===== config.mk =====
export PLATFORM = sky130hd
export DESIGN_NAME = mi2c_arb
export DESIGN_NICKNAME = d
export VERILOG_FILES = /design/src/rtl/mi2c_pkg.sv /design/src/rtl/mi2c_arb_pick.sv /design/src/rtl/mi2c_arb.sv
export SDC_FILE = /design/constraint.sdc
export NUM_CORES = 1
export LEC_CHECK = 0
export CORE_MARGIN = 8
export CORE_UTILIZATION = 35
export CTS_BUF_LIST = sky130_fd_sc_hd__clkbuf_2
export DETAILED_ROUTE_END_ITERATION = 6
export PLACE_DENSITY = 0.8
export SLEW_MARGIN = 25
export SYNTH_ARGS = -nofsm -noshare
export SYNTH_HDL_FRONTEND = slang
export SYNTH_SLANG_ARGS = --single-unit

===== constraint.sdc =====
create_clock -name clk_i -period 1.8 [get_ports clk_i]
set_input_delay 0.27 -clock clk_i [delete_from_list [all_inputs] [get_ports clk_i]]
set_output_delay 0.27 -clock clk_i [all_outputs]
set_load 0.01 [all_outputs]

===== src/rtl/mi2c_pkg.sv =====
// Shared types and field widths for the mi2c arbiter and mi2c_ctrl wrappers.
package mi2c_pkg;

    localparam int CHIP_W = 8;
    localparam int ADDR_W = 16;
    localparam int NUM_W  = 7;
    localparam int DATA_W = 8;

    typedef enum logic [1:0] {
        IDLE    = 2'd0,
        LAUNCH  = 2'd1,
        BUSY    = 2'd2,
        RELEASE = 2'd3
    } arb_st_t;

endpackage


===== src/rtl/mi2c_arb_pick.sv =====
// Winner select: first set request at or after ptr, wrapping; ptr tied to 0 gives fixed priority.
module mi2c_arb_pick #(
    parameter int NUM_REQ = 4,
    parameter int PW      = $clog2(NUM_REQ)
) (
    input  logic [NUM_REQ-1:0] req,
    input  logic [PW-1:0]      ptr,
    output logic [NUM_REQ-1:0] win
);

    logic found;

    always_comb begin
        win   = '0;
        found = 1'b0;
        for (int i = 0; i < NUM_REQ; i++) begin
            for (int j = 0; j < NUM_REQ; j++) begin
                if (!found && req[j] && (j == ((int'(ptr) + i) % NUM_REQ))) begin
                    win[j] = 1'b1;
                    found  = 1'b1;
                end
            end
        end
    end

endmodule


===== src/rtl/mi2c_arb.sv =====
// Arbiter sharing one mi2c_ctrl between NUM_REQ requesters.
// MI2C_ARB_RR_EN defined: round-robin pick; undefined: fixed priority, lowest index wins.
module mi2c_arb
    import mi2c_pkg::*;
#(
    parameter int NUM_REQ  = 4,
    parameter int DONE_MIN = 4
) (
    input  logic                       clk_i,
    input  logic                       rst,
    input  logic [NUM_REQ-1:0]         req_i,
    input  logic [NUM_REQ-1:0]         req_rd_i,
    input  logic [CHIP_W*NUM_REQ-1:0]  req_chip_id_i,
    input  logic [ADDR_W*NUM_REQ-1:0]  req_addr_i,
    input  logic [NUM_REQ-1:0]         req_addr_len_i,
    input  logic [NUM_W*NUM_REQ-1:0]   req_num_i,
    input  logic [DATA_W*NUM_REQ-1:0]  req_wdata_i,
    output logic [NUM_REQ-1:0]         gnt_o,
    output logic [NUM_REQ-1:0]         byte_o,
    output logic [DATA_W-1:0]          rdata_o,
    output logic [NUM_REQ-1:0]         done_o,
    output logic                       busy_o,
    output logic                       i2c_wren_o,
    output logic                       i2c_rden_o,
    output logic [CHIP_W-1:0]          chip_id_o,
    output logic [ADDR_W-1:0]          waddr_o,
    output logic                       addr_len_o,
    output logic [NUM_W-1:0]           wrrd_num_o,
    output logic [DATA_W-1:0]          wdata_o,
    input  logic                       sign_done_i,
    input  logic                       i2c_done_i,
    input  logic [DATA_W-1:0]          i2c_rdata_i
);

    localparam int PW = $clog2(NUM_REQ);
    localparam int CW = $clog2(DONE_MIN + 1);

    arb_st_t              st_q, st_d;
    logic [NUM_REQ-1:0]   gnt_q, gnt_d;
    logic                 rd_q, rd_d;
    logic [CHIP_W-1:0]    chip_q, chip_d;
    logic [ADDR_W-1:0]    addr_q, addr_d;
    logic                 len_q, len_d;
    logic [NUM_W-1:0]     num_q, num_d;
    logic [DATA_W-1:0]    wdata_q, wdata_d;
    logic [DATA_W-1:0]    rdata_q, rdata_d;
    logic                 wren_q, wren_d;
    logic                 rden_q, rden_d;
    logic [NUM_REQ-1:0]   byte_q, byte_d;
    logic [NUM_REQ-1:0]   done_q, done_d;
    logic [CW-1:0]        hi_cnt_q, hi_cnt_d;
    logic [PW-1:0]        rr_ptr;
    logic [NUM_REQ-1:0]   win;
    logic [CHIP_W-1:0]    chip_sel;
    logic [ADDR_W-1:0]    addr_sel;
    logic [NUM_W-1:0]     num_sel;
    logic                 rd_sel;
    logic                 len_sel;
    logic [DATA_W-1:0]    wdata_sel;
    logic                 hi_full;

`ifdef MI2C_ARB_RR_EN
    logic [PW-1:0]        ptr_q, ptr_d;
    logic [PW-1:0]        owner_q, owner_d;
    logic [PW-1:0]        win_idx;

    assign rr_ptr = ptr_q;

    always_comb begin
        win_idx = '0;
        for (int i = 0; i < NUM_REQ; i++) begin
            if (win[i]) win_idx = PW'(i);
        end
    end
`else
    assign rr_ptr = '0;
`endif

    mi2c_arb_pick #(.NUM_REQ(NUM_REQ), .PW(PW)) u_pick (
        .req (req_i),
        .ptr (rr_ptr),
        .win (win)
    );

    // Descriptor of the winner, and write byte of whoever owns the bus next cycle.
    always_comb begin
        chip_sel  = '0;
        addr_sel  = '0;
        num_sel   = '0;
        rd_sel    = 1'b0;
        len_sel   = 1'b0;
        wdata_sel = '0;
        for (int i = 0; i < NUM_REQ; i++) begin
            if (win[i]) begin
                chip_sel = req_chip_id_i[i*CHIP_W +: CHIP_W];
                addr_sel = req_addr_i[i*ADDR_W +: ADDR_W];
                num_sel  = req_num_i[i*NUM_W +: NUM_W];
                rd_sel   = req_rd_i[i];
                len_sel  = req_addr_len_i[i];
            end
            if (gnt_d[i]) wdata_sel = req_wdata_i[i*DATA_W +: DATA_W];
        end
    end

    assign hi_full = (hi_cnt_q == CW'(DONE_MIN));

    always_comb begin
        st_d     = st_q;
        gnt_d    = gnt_q;
        rd_d     = rd_q;
        chip_d   = chip_q;
        addr_d   = addr_q;
        len_d    = len_q;
        num_d    = num_q;
        rdata_d  = rdata_q;
        wren_d   = 1'b0;
        rden_d   = 1'b0;
        byte_d   = '0;
        done_d   = '0;
        hi_cnt_d = '0;
`ifdef MI2C_ARB_RR_EN
        ptr_d    = ptr_q;
        owner_d  = owner_q;
`endif
        case (st_q)
            IDLE: begin
                if (|req_i) begin
                    gnt_d  = win;
                    rd_d   = rd_sel;
                    chip_d = chip_sel;
                    addr_d = addr_sel;
                    len_d  = len_sel;
                    num_d  = num_sel;
`ifdef MI2C_ARB_RR_EN
                    owner_d = win_idx;
`endif
                    st_d   = LAUNCH;
                end
            end
            LAUNCH: begin
                wren_d = !rd_q;
                rden_d = rd_q;
                st_d   = BUSY;
            end
            BUSY: begin
                if (sign_done_i) begin
                    byte_d = gnt_q;
                    if (rd_q) rdata_d = i2c_rdata_i;
                end
                // One-cycle cmd_done highs never reach DONE_MIN; only the STOP stretch does.
                if (i2c_done_i) begin
                    hi_cnt_d = hi_full ? hi_cnt_q : hi_cnt_q + CW'(1);
                end else if (hi_full) begin
                    done_d = gnt_q;
                    st_d   = RELEASE;
                end
            end
            RELEASE: begin
                gnt_d = '0;
`ifdef MI2C_ARB_RR_EN
                ptr_d = (owner_q == PW'(NUM_REQ - 1)) ? '0 : owner_q + PW'(1);
`endif
                st_d  = IDLE;
            end
            default: st_d = IDLE;
        endcase
        wdata_d = (|gnt_d) ? wdata_sel : '0;
    end

    always_ff @(posedge clk_i or posedge rst) begin
        if (rst) begin
            st_q     <= IDLE;
            gnt_q    <= '0;
            rd_q     <= 1'b0;
            chip_q   <= '0;
            addr_q   <= '0;
            len_q    <= 1'b0;
            num_q    <= '0;
            wdata_q  <= '0;
            rdata_q  <= '0;
            wren_q   <= 1'b0;
            rden_q   <= 1'b0;
            byte_q   <= '0;
            done_q   <= '0;
            hi_cnt_q <= '0;
`ifdef MI2C_ARB_RR_EN
            ptr_q    <= '0;
            owner_q  <= '0;
`endif
        end else begin
            st_q     <= st_d;
            gnt_q    <= gnt_d;
            rd_q     <= rd_d;
            chip_q   <= chip_d;
            addr_q   <= addr_d;
            len_q    <= len_d;
            num_q    <= num_d;
            wdata_q  <= wdata_d;
            rdata_q  <= rdata_d;
            wren_q   <= wren_d;
            rden_q   <= rden_d;
            byte_q   <= byte_d;
            done_q   <= done_d;
            hi_cnt_q <= hi_cnt_d;
`ifdef MI2C_ARB_RR_EN
            ptr_q    <= ptr_d;
            owner_q  <= owner_d;
`endif
        end
    end

    assign gnt_o      = gnt_q;
    assign byte_o     = byte_q;
    assign rdata_o    = rdata_q;
    assign done_o     = done_q;
    assign busy_o     = (st_q != IDLE);
    assign i2c_wren_o = wren_q;
    assign i2c_rden_o = rden_q;
    assign chip_id_o  = chip_q;
    assign waddr_o    = addr_q;
    assign addr_len_o = len_q;
    assign wrrd_num_o = num_q;
    assign wdata_o    = wdata_q;

endmodule

==> results.py, run 1 <==
metrics = {
    "global_route": {
        "grt_pass1_wl_mm": 23.1,
        "track_usage_pct": 19.6,
        "grt_pass1_vias": 4712,
        "grt_max_degree": 69,
        "antenna_found_initial": 1,
        "grt-ovfl-total": 0,
    },
    "clock_tree": {
        "clk_latency_ps": 520,
        "cts-buffers-inserted": 9,
        "cts_sinks": 68,
        "cts_tree": "yes",
        "ctsHtreeMaxLevel": 3,
        "clk_pin_slew_ps": 210,
        "hold_buffers": 0,
        "cts_buffer_depth": 2,
        "cts_root_buffer": "clkbuf_2",
    },
    "detailed_routing": {
        "totalWireLength_mm": 15.6,
        "drt_iter0_markers": 177,
        "drc": 0,
        "wl_met1_mm": 6.14,
        "routed-via-count": 4325,
        "avgRoutedWirePerCell_um": 18.7,
        "ant_nets": 0,
        "wl_met3_mm": 1.32,
        "wl_met2_mm": 7.74,
        "via_per_inst": 5.17,
        "top_layer_used": "met4",
        "dr.pass1.iters": 4,
    },
    "sta": {
        "final.setup_skew_ps": 25.8,
        "worst_pin_slew_ps": 595,
        "hold_slack_ps": 161,
        "maxSlewHeadroom_pct": 60.3,
        "worst_slack_ps": -53.9,
        "period_minus_slack_ps": 1850,
        "max_freq_mhz": 539,
        "rsz0062_at_grt": "yes",
        "hold_viol": 0,
        "post-route-period-util_pct": 103,
        "final-setup-viol-count": 4,
        "slew_violations": 0,
    },
    "worst_hold_path": {
        "hold_class": "in2async",
    },
    "cells_and_area": {
        "nNetsFinal": 875,
        "fin_cells": 836,
        "area_growth_pct": 77.0,
        "final_cell_mix": "clkdlybuf4s50_1 (194), nand2_1 (82), dfrtp_1 (65)",
        "mostFrequentLayoutCell": "clkdlybuf4s50_1",
        "postLayoutCoreUtil_pct": 63.8,
        "drive_gt1_share_pct": 13.2,
    },
    "power_and_ir_drop": {
        "power_leakage_nw": 3.44,
        "finalPower_mw": 7.82,
        "ir_worst_vdd_v": 0.000669,
        "powerDensity_nw_per_um2": 1120,
    },
    "status": {
        "violations": "setup timing",
        "status": "finished, violations left",
    },
    "yosys": {
        "synth_cell_types": 39,
        "synth_largest_area_cell": "dfrtp_1",
        "post_synth_inst_count": 435,
        "synth_seq_cells": 68,
        "syn_nets": 620,
        "synth_top_area_share_pct": 43.2,
        "netlist_area_um2": 3940,
        "ys_warn_count": 0,
        "synth_seq_area_share_pct": 43.2,
        "dominantRegCellSynth": "dfrtp_1",
        "ys_top_cells_by_area": "dfrtp_1 (43%), nand2_1 (7.8%), a221oi_1 (7.3%), nand3b_1 (6.3%), a21oi_1 (4.6%)",
        "synth_edf_count": 0,
        "synth_area_per_cell_um2": 9.06,
        "async_flop_share_pct": 100,
    },
    "setup_path": {
        "ff2ff_setup_slack_ps": -50,
        "cp_max_fo": 9,
        "path_cells": "inv_2 -> ha_4 -> buf_4 -> or2_2 -> o221ai_2 -> buf_12 -> mux2i_1 -> a311oi_1",
        "crit_arrival_ps": 2290,
        "criticalPathCategory": "reg2reg",
        "max_stage_delay_ps": 440,
        "crit_slowest_cell": "dfrtp_1",
        "critical_path_required_ps": 2240,
        "end_kind": "flip-flop",
        "cp-start-kind": "flip-flop",
    },
    "place": {
        "place_congestion": 0.807,
        "dpl.hpwl_mm": 11.7,
        "place_inst": 809,
        "io_buffers": 242,
    },
    "floorplanning": {
        "fp-row-count": 38,
        "die_w_um": 122,
        "core_area_um2": 10900,
        "die-height_um": 122,
        "start_util_pct": 36.0,
        "die_area_um2": 14900,
        "io_pins": 243,
    },
    "run": {
        "max-cap-violations": 0,
    },
}
synth_stat cells, types with 3 or more instances:
| master | instances |
|---|---|
| nand2_1 | 82 |
| buf_2 | 14 |
| mux2i_1 | 8 |
| clkbuf_1 | 14 |
| nor2_1 | 11 |
| mux2_2 | 9 |
| o211ai_1 | 16 |
| o21ai_0 | 27 |
| buf_4 | 6 |
| buf_1 | 3 |
| and2_1 | 7 |
| dfrtp_1 | 68 |
| a221oi_1 | 33 |
| nor2b_1 | 3 |
| nand3b_1 | 33 |
| inv_1 | 15 |
| and3_1 | 5 |
| a311oi_1 | 8 |
| a21oi_1 | 36 |
| ha_1 | 5 |
| or2_2 | 3 |
| o21ai_1 | 8 |
logic make-up (layout without fill, tap and decap cells):
kind of cell	after synthesis	in the layout	share of synthesized area, %
AND/OR/NAND/NOR	155	155	21.1
AO/OA/AOI/OAI	134	134	22.7
flip-flops	68	68	43.2
buffers and inverters	55	315	6.63
multiplexers	17	17	4.60
adder cells (fa/ha/maj)	5	5	1.59
XOR/XNOR	1	1	0.222
other	0	1	0
sequential cells by signal, summed over array words and instances, names as in the netlist:
register,flops
st_q,2
wdata_o,8
addr_len_o,1
gnt_o,4
i2c_rden_o,1
done_o,4
rdata_o,8
rd_q,1
wrrd_num_o,7
i2c_wren_o,1
hi_cnt_q,3
byte_o,4
chip_id_o,8
waddr_o,16
layout make-up:
class                   instances  area [µm²]
fillers                       912        3960
inverters                      16        63.8
clock inverters                 6        65.1
flip-flops and latches         68        1710
multi-input cells             312        2010
well taps                     140         175
repair buffers                283        2910
clock buffers                  10        50.0
diodes                          1        2.50
report_power, final:
group          internal [mW]  switching [mW]
combinational           2.47            2.04
clock                  0.326           0.587
sequential              2.12           0.281
repair_timing:
item / 4_1_cts / 5_1_grt
setup endpoints to repair: 14 / 52
gates resized for setup: 18 / 46
setup buffers: 6 / 4
pin swaps: 2 / 6
layer usage:
| metal | track usage (%) | up-vias |
|---|---|---|
| met5 | 0 | - |
| met4 | 8.38 | 0 |
| met3 | 7.13 | 26 |
| met2 | 33.2 | 195 |
| met1 | 21.7 | 2026 |
| li1 | - | 2078 |
final timing paths:
| check | end | from | cells after the start |
|---|---|---|---|
| min | byte_o[0]$_DFF_PP0_ | rst | 3 |
| max | wdata_o[6]$_DFF_PP0_ | st_q[1]$_DFFE_PP0P_ | 8 |
| min reg2reg | chip_id_o[7]$_DFFE_PP0P_ | chip_id_o[7]$_DFFE_PP0P_ | 2 |
| max reg2reg | wdata_o[6]$_DFF_PP0_ | st_q[1]$_DFFE_PP0P_ | 8 |
| min in group clk_i | gnt_o[2]$_DFF_PP0_ | req_i[1] | 4 |
| max in group asynchronous | waddr_o[15]$_DFFE_PP0P_ | rst | 3 |
stage by stage:
step	TNS, ps	worst slack [ps]	instance area [µm²]
global route	-720	-122	6980
global placement	-3970	-145	6640
finish	-126	-53.9	6980
detailed placement	-5670	-194	6640
floorplan	0	12.2	3950
CTS	0	0.719	6820
critical path, delay by kind of cell (launching register included):
family,cells,cell delay [ps]
AOI/OAI and AO/OA,2,350
buffers and inverters,3,420
and+or+nand+nor,1,280
DFF,1,440
adders and majority gates,1,210
muxes,1,70
Power figures use the tool's default switching activity.
==> run 2, diff against run 1 <==
--- a/config.mk
+++ b/config.mk
@@ -10,6 +10,8 @@
 export CTS_BUF_LIST = sky130_fd_sc_hd__clkbuf_2
 export DETAILED_ROUTE_END_ITERATION = 6
 export PLACE_DENSITY = 0.8
+export RECOVER_POWER = 50
+export SETUP_SLACK_MARGIN = 0.15
 export SLEW_MARGIN = 25
 export SYNTH_ARGS = -nofsm -noshare
 export SYNTH_HDL_FRONTEND = slang
==> run 2 against run 1 <==
Hold slack better by 86 ps. Largest cell class unchanged. First-iteration DRC count up 33%. The run still ends with setup timing left. Via count up 2.5%. Largest power group unchanged.
==> results.py, run 2 (synthesis results as in run 1) <==
metrics = {
    "run": {
        "max-cap-violations": 0,
    },
    "global_route": {
        "grt_max_degree": 67,
        "antenna_found_initial": 1,
        "grt_pass1_vias": 4700,
        "track_usage_pct": 19.9,
        "grt_pass1_wl_mm": 23.6,
        "grt-ovfl-total": 0,
    },
    "sta": {
        "final.setup_skew_ps": 42.3,
        "post-route-period-util_pct": 102,
        "slew_violations": 0,
        "final-setup-viol-count": 8,
        "period_minus_slack_ps": 1840,
        "maxSlewHeadroom_pct": 5.95,
        "hold_viol": 0,
        "hold_slack_ps": 247,
        "max_freq_mhz": 543,
        "rsz0062_at_grt": "yes",
        "worst_pin_slew_ps": 1410,
        "worst_slack_ps": -41.3,
    },
    "worst_hold_path": {
        "holdPathStages": 5,
        "hold_class": "in2reg",
    },
    "floorplanning": {
        "die-height_um": 122,
        "die_area_um2": 14900,
        "fp-row-count": 38,
        "start_util_pct": 36.0,
        "core_area_um2": 10900,
        "io_pins": 243,
        "die_w_um": 122,
    },
    "place": {
        "dpl.hpwl_mm": 11.9,
        "place_congestion": 0.814,
        "io_buffers": 242,
        "dpl_cell_area_um2": 6620,
    },
    "setup_path": {
        "criticalPathCategory": "reg2reg",
        "cp_max_fo": 8,
        "r2r_cells": 8,
        "cp-start-kind": "flip-flop",
        "max_stage_delay_ps": 430,
        "end_kind": "flip-flop",
        "crit_slowest_cell": "dfrtp_1",
        "critical_path_required_ps": 2220,
        "path_cells": "inv_2 -> ha_4 -> buf_4 -> and2b_1 -> buf_6 -> o211ai_1 -> mux2i_1 -> a311oi_1",
        "crit_arrival_ps": 2260,
    },
    "detailed_routing": {
        "drt_iter0_markers": 235,
        "avgRoutedWirePerCell_um": 18.6,
        "dr.pass1.iters": 4,
        "via_per_inst": 5.29,
        "totalWireLength_mm": 15.6,
        "drc": 0,
        "routed-via-count": 4435,
        "ant_nets": 0,
    },
    "cells_and_area": {
        "nNetsFinal": 877,
        "mostFrequentLayoutCell": "clkdlybuf4s50_1",
        "area_growth_pct": 73.7,
        "final_cell_mix": "clkdlybuf4s50_1 (174), nand2_1 (81), dfrtp_1 (65)",
        "drive_gt1_share_pct": 13.9,
        "largest_register_ffs": 16,
        "fin_area_um2": 6850,
    },
    "clock_tree": {
        "hold_buffers": 0,
        "cts-buffers-inserted": 9,
        "cts_root_buffer": "clkbuf_2",
        "cts_sinks": 68,
        "cts_tree": "yes",
        "clk_latency_ps": 510,
        "ctsHtreeMaxLevel": 3,
        "cts_buffer_depth": 2,
        "clk_pin_slew_ps": 240,
    },
    "power_and_ir_drop": {
        "ir_worst_vdd_v": 0.000587,
        "finalPower_mw": 7.74,
        "power_leakage_nw": 3.05,
        "powerDensity_nw_per_um2": 1130,
    },
    "status": {
        "status": "finished, violations left",
        "violations": "setup timing",
    },
}
run 2: through the flow:
stage	cells	setup TNS, ps	worst slack [ps]	utilization [%]
6_report	838	-210	-41.3	62.6
5_1_grt	838	-1520	-147	62.6
4_1_cts	835	-63.5	-41.0	62.7
3_5_place_dp	806	-5930	-218	60.6
3_3_place_gp	806	-3400	-161	60.6
2_1_floorplan	435	0	87.2	-
run 2: final timing paths:
check | slack (ps) | from | end
min in group asynchronous | 560 | rst | st_q[0]$_DFFE_PP0P_
hold reg to reg | 500 | waddr_o[1]$_DFFE_PP0P_ | waddr_o[1]$_DFFE_PP0P_
setup reg to reg | -40 | st_q[0]$_DFFE_PP0P_ | wdata_o[5]$_DFF_PP0_
setup / recovery | -40 | st_q[0]$_DFFE_PP0P_ | wdata_o[5]$_DFF_PP0_
max in group asynchronous | 240 | rst | wrrd_num_o[5]$_DFFE_PP0P_
hold / removal | 250 | req_i[1] | gnt_o[2]$_DFF_PP0_
run 2: worst max-delay path, delay by kind of cell (launching register included):
family                   cells  cell delay (ps)
buffers and inverters        3              320
flip-flops                   1              430
multiplexers                 1              110
AND/OR/NAND/NOR              1              210
AO/OA/AOI/OAI                2              390
adder cells (fa/ha/maj)      1              290
run 2: per-layer routing:
metal	share of wire (%)	track usage [%]	routed length, µm
met2	51	35.3	7900
met3	9.8	7.27	1520
met1	38	21.6	5870
met5	0	0	0
met4	1.9	6.55	301
run 2: cell type report:
class                           instances  area, µm²
Timing Repair Buffer                  285       2730
Clock inverter                          7       80.1
Multi-Input combinational cell        312       2040
Fill cell                             947       4090
Antenna cell                            1       2.50
Inverter                               16       71.3
Clock buffer                            9       45.0
Sequential cell                        68       1710
Tap cell                              140        175
run 2: power breakdown:
| part | total [mW] | internal, mW | switching (mW) |
|---|---|---|---|
| combinational | 4.37 | 2.27 | 2.10 |
| sequential | 2.40 | 2.12 | 0.278 |
| clock | 0.970 | 0.340 | 0.629 |
| total | 7.74 | 4.73 | 3.00 |
run 2: what timing repair did:
action                                  in CTS  in global routing
endpoints found under the setup margin      73                 16
resized for setup                           88                  6
gates cloned                                 1                  0
setup buffers                               12                  2
pin swaps                                    7                  1
==> run 3, diff against run 2 <==
--- a/config.mk
+++ b/config.mk
@@ -12,6 +12,7 @@
 export PLACE_DENSITY = 0.8
 export RECOVER_POWER = 50
 export SETUP_SLACK_MARGIN = 0.15
+export SKIP_CTS_REPAIR_TIMING = 1
 export SLEW_MARGIN = 25
 export SYNTH_ARGS = -nofsm -noshare
 export SYNTH_HDL_FRONTEND = slang
==> run 3 against run 2 <==
The run still ends with setup timing left. Worst setup slack worse by 46 ps. Power rose by 0.42%. Hold slack improved by 52 ps. Non-clock buffer count down 5. Utilization grew 1.4 points. Register-to-register slack got worse by 50 ps. Fmax is 2.4% lower. Sequential share of layout area down 0.55 points. Final area grew 2.3%. Global-route usage decreased by 0.39 points. Wire length is essentially flat. Clock power about the same. Critical endpoint is now wdata_o[4]$_DFF_PP0_. Largest power group unchanged.
==> results.py, run 3 (synthesis results as in run 1) <==
metrics = {
    "sta": {
        "post-route-period-util_pct": 105,
        "worst_pin_slew_ps": 1430,
        "slew_violations": 0,
        "period_minus_slack_ps": 1890,
        "rsz0062_at_grt": "yes",
        "fin_setup_tns_ps": -444,
        "final.setup_skew_ps": 42.9,
        "maxSlewHeadroom_pct": 4.51,
        "max_freq_mhz": 530,
        "hold_viol": 0,
        "hold_slack_ps": 299,
        "final-setup-viol-count": 8,
        "worst_slack_ps": -87.3,
    },
    "setup_path": {
        "criticalPathCategory": "reg2reg",
        "critical_path_required_ps": 2230,
        "cp-start-kind": "flip-flop",
        "crit_arrival_ps": 2310,
        "end_kind": "flip-flop",
        "cp_max_fo": 5,
    },
    "detailed_routing": {
        "drc": 0,
        "ant_nets": 0,
        "drt_iter0_markers": 229,
        "dr.pass1.iters": 4,
        "avgRoutedWirePerCell_um": 18.7,
        "via_per_inst": 5.24,
        "totalWireLength_mm": 15.6,
        "routed-via-count": 4361,
    },
    "floorplanning": {
        "fp-row-count": 38,
        "start_util_pct": 36.0,
        "core_area_um2": 10900,
        "die_w_um": 122,
        "die_area_um2": 14900,
        "io_pins": 243,
        "die-height_um": 122,
    },
    "power_and_ir_drop": {
        "powerDensity_nw_per_um2": 1110,
        "ir_worst_vdd_v": 0.000775,
        "finalPower_mw": 7.77,
        "power_leakage_nw": 3.68,
    },
    "cells_and_area": {
        "area_growth_pct": 77.7,
        "n_fill_cell": 902,
        "final_cell_mix": "clkdlybuf4s50_1 (175), nand2_1 (82), dfrtp_1 (65)",
        "nNetsFinal": 872,
        "largest_register_ffs": 16,
        "drive_gt1_share_pct": 12.9,
        "fin_cells": 833,
        "mostFrequentLayoutCell": "clkdlybuf4s50_1",
    },
    "clock_tree": {
        "cts_sinks": 68,
        "cts_tree": "yes",
        "cts_root_buffer": "clkbuf_2",
        "cts_buffer_depth": 2,
        "clk_pin_slew_ps": 240,
        "cts-buffers-inserted": 9,
        "ctsHtreeMaxLevel": 3,
        "clk_latency_ps": 520,
    },
    "status": {
        "status": "finished, violations left",
        "violations": "setup timing",
    },
    "worst_hold_path": {
        "hold_class": "in2reg",
    },
    "place": {
        "dpl.hpwl_mm": 11.9,
        "io_buffers": 242,
        "place_ws_ps": -218,
        "place_congestion": 0.814,
        "place_inst": 806,
    },
    "global_route": {
        "grt-ovfl-total": 0,
        "grt_pass1_vias": 4652,
        "track_usage_pct": 19.5,
        "grt_max_degree": 67,
        "grt_pass1_wl_mm": 23.2,
        "antenna_found_initial": 1,
    },
    "run": {
        "max-cap-violations": 0,
    },
}
==> run 3: cell types whose count changed in the layout (fill, tap and decap cells not counted), moves of 3 or more <==
cell,previous run,this run
dlymetal6s2s_1,0,62
buf_6,8,4
clkbuf_4,3,0
dlygate4sd2_1,62,0
buf_4,25,28
==> run 3: worst paths after layout <==
kind	from	end	slack (ps)	cells after the start
max in group asynchronous	rst	wrrd_num_o[5]$_DFFE_PP0P_	230	3
max	st_q[0]$_DFFE_PP0P_	wdata_o[4]$_DFF_PP0_	-90	7
min	req_wdata_i[10]	wdata_o[2]$_DFF_PP0_	300	3
max reg2reg	st_q[0]$_DFFE_PP0P_	wdata_o[4]$_DFF_PP0_	-90	7
min in group asynchronous	rst	st_q[1]$_DFFE_PP0P_	560	3
min reg2reg	waddr_o[1]$_DFFE_PP0P_	waddr_o[1]$_DFFE_PP0P_	500	2
==> run 3: per-stage QoR <==
stage / util [%] / area, µm²
6_report: 64.0 / 7000
5_1_grt: 64.0 / 7000
4_1_cts: 61.7 / 6750
3_5_place_dp: 60.6 / 6620
3_3_place_gp: 60.6 / 6620
2_1_floorplan: - / 3980
==> run 3: where the power goes <==
part	internal, mW	switching [mW]	total (mW)
sequential	2.12	0.295	2.42
clock	0.340	0.631	0.971
combinational	2.39	1.99	4.38
total	4.85	2.92	7.77
==> run 3: layout make-up <==
| class | count | area, µm² | area share [%] |
|---|---|---|---|
| inverters | 16 | 68.8 | 0.983 |
| flip-flops and latches | 68 | 1710 | 24.4 |
| diodes | 1 | 2.50 | 0.0357 |
| clock buffers | 9 | 45.0 | 0.643 |
| repair buffers | 280 | 2900 | 41.4 |
| clock inverters | 7 | 80.1 | 1.14 |
| multi-input cells | 312 | 2020 | 28.9 |
| well taps | 140 | 175 | 2.50 |
==> run 3: critical path: stages, from the launching register on <==
cell and delay (ps):
dfrtp_1 430, inv_2 70, ha_4 280, and4bb_4 200
a211oi_4 280, buf_6 170, o211ai_1 90, a311oi_1 270
==> run 3: metal layers <==
layer  up-vias  part of all wire [%]  track usage, %
li1       2078                     -               -
met1      2075                    38            20.7
met2       191                    51            34.8
met3        17                   9.1            7.68
met4         0                   1.8            6.25
met5         -                     0               0
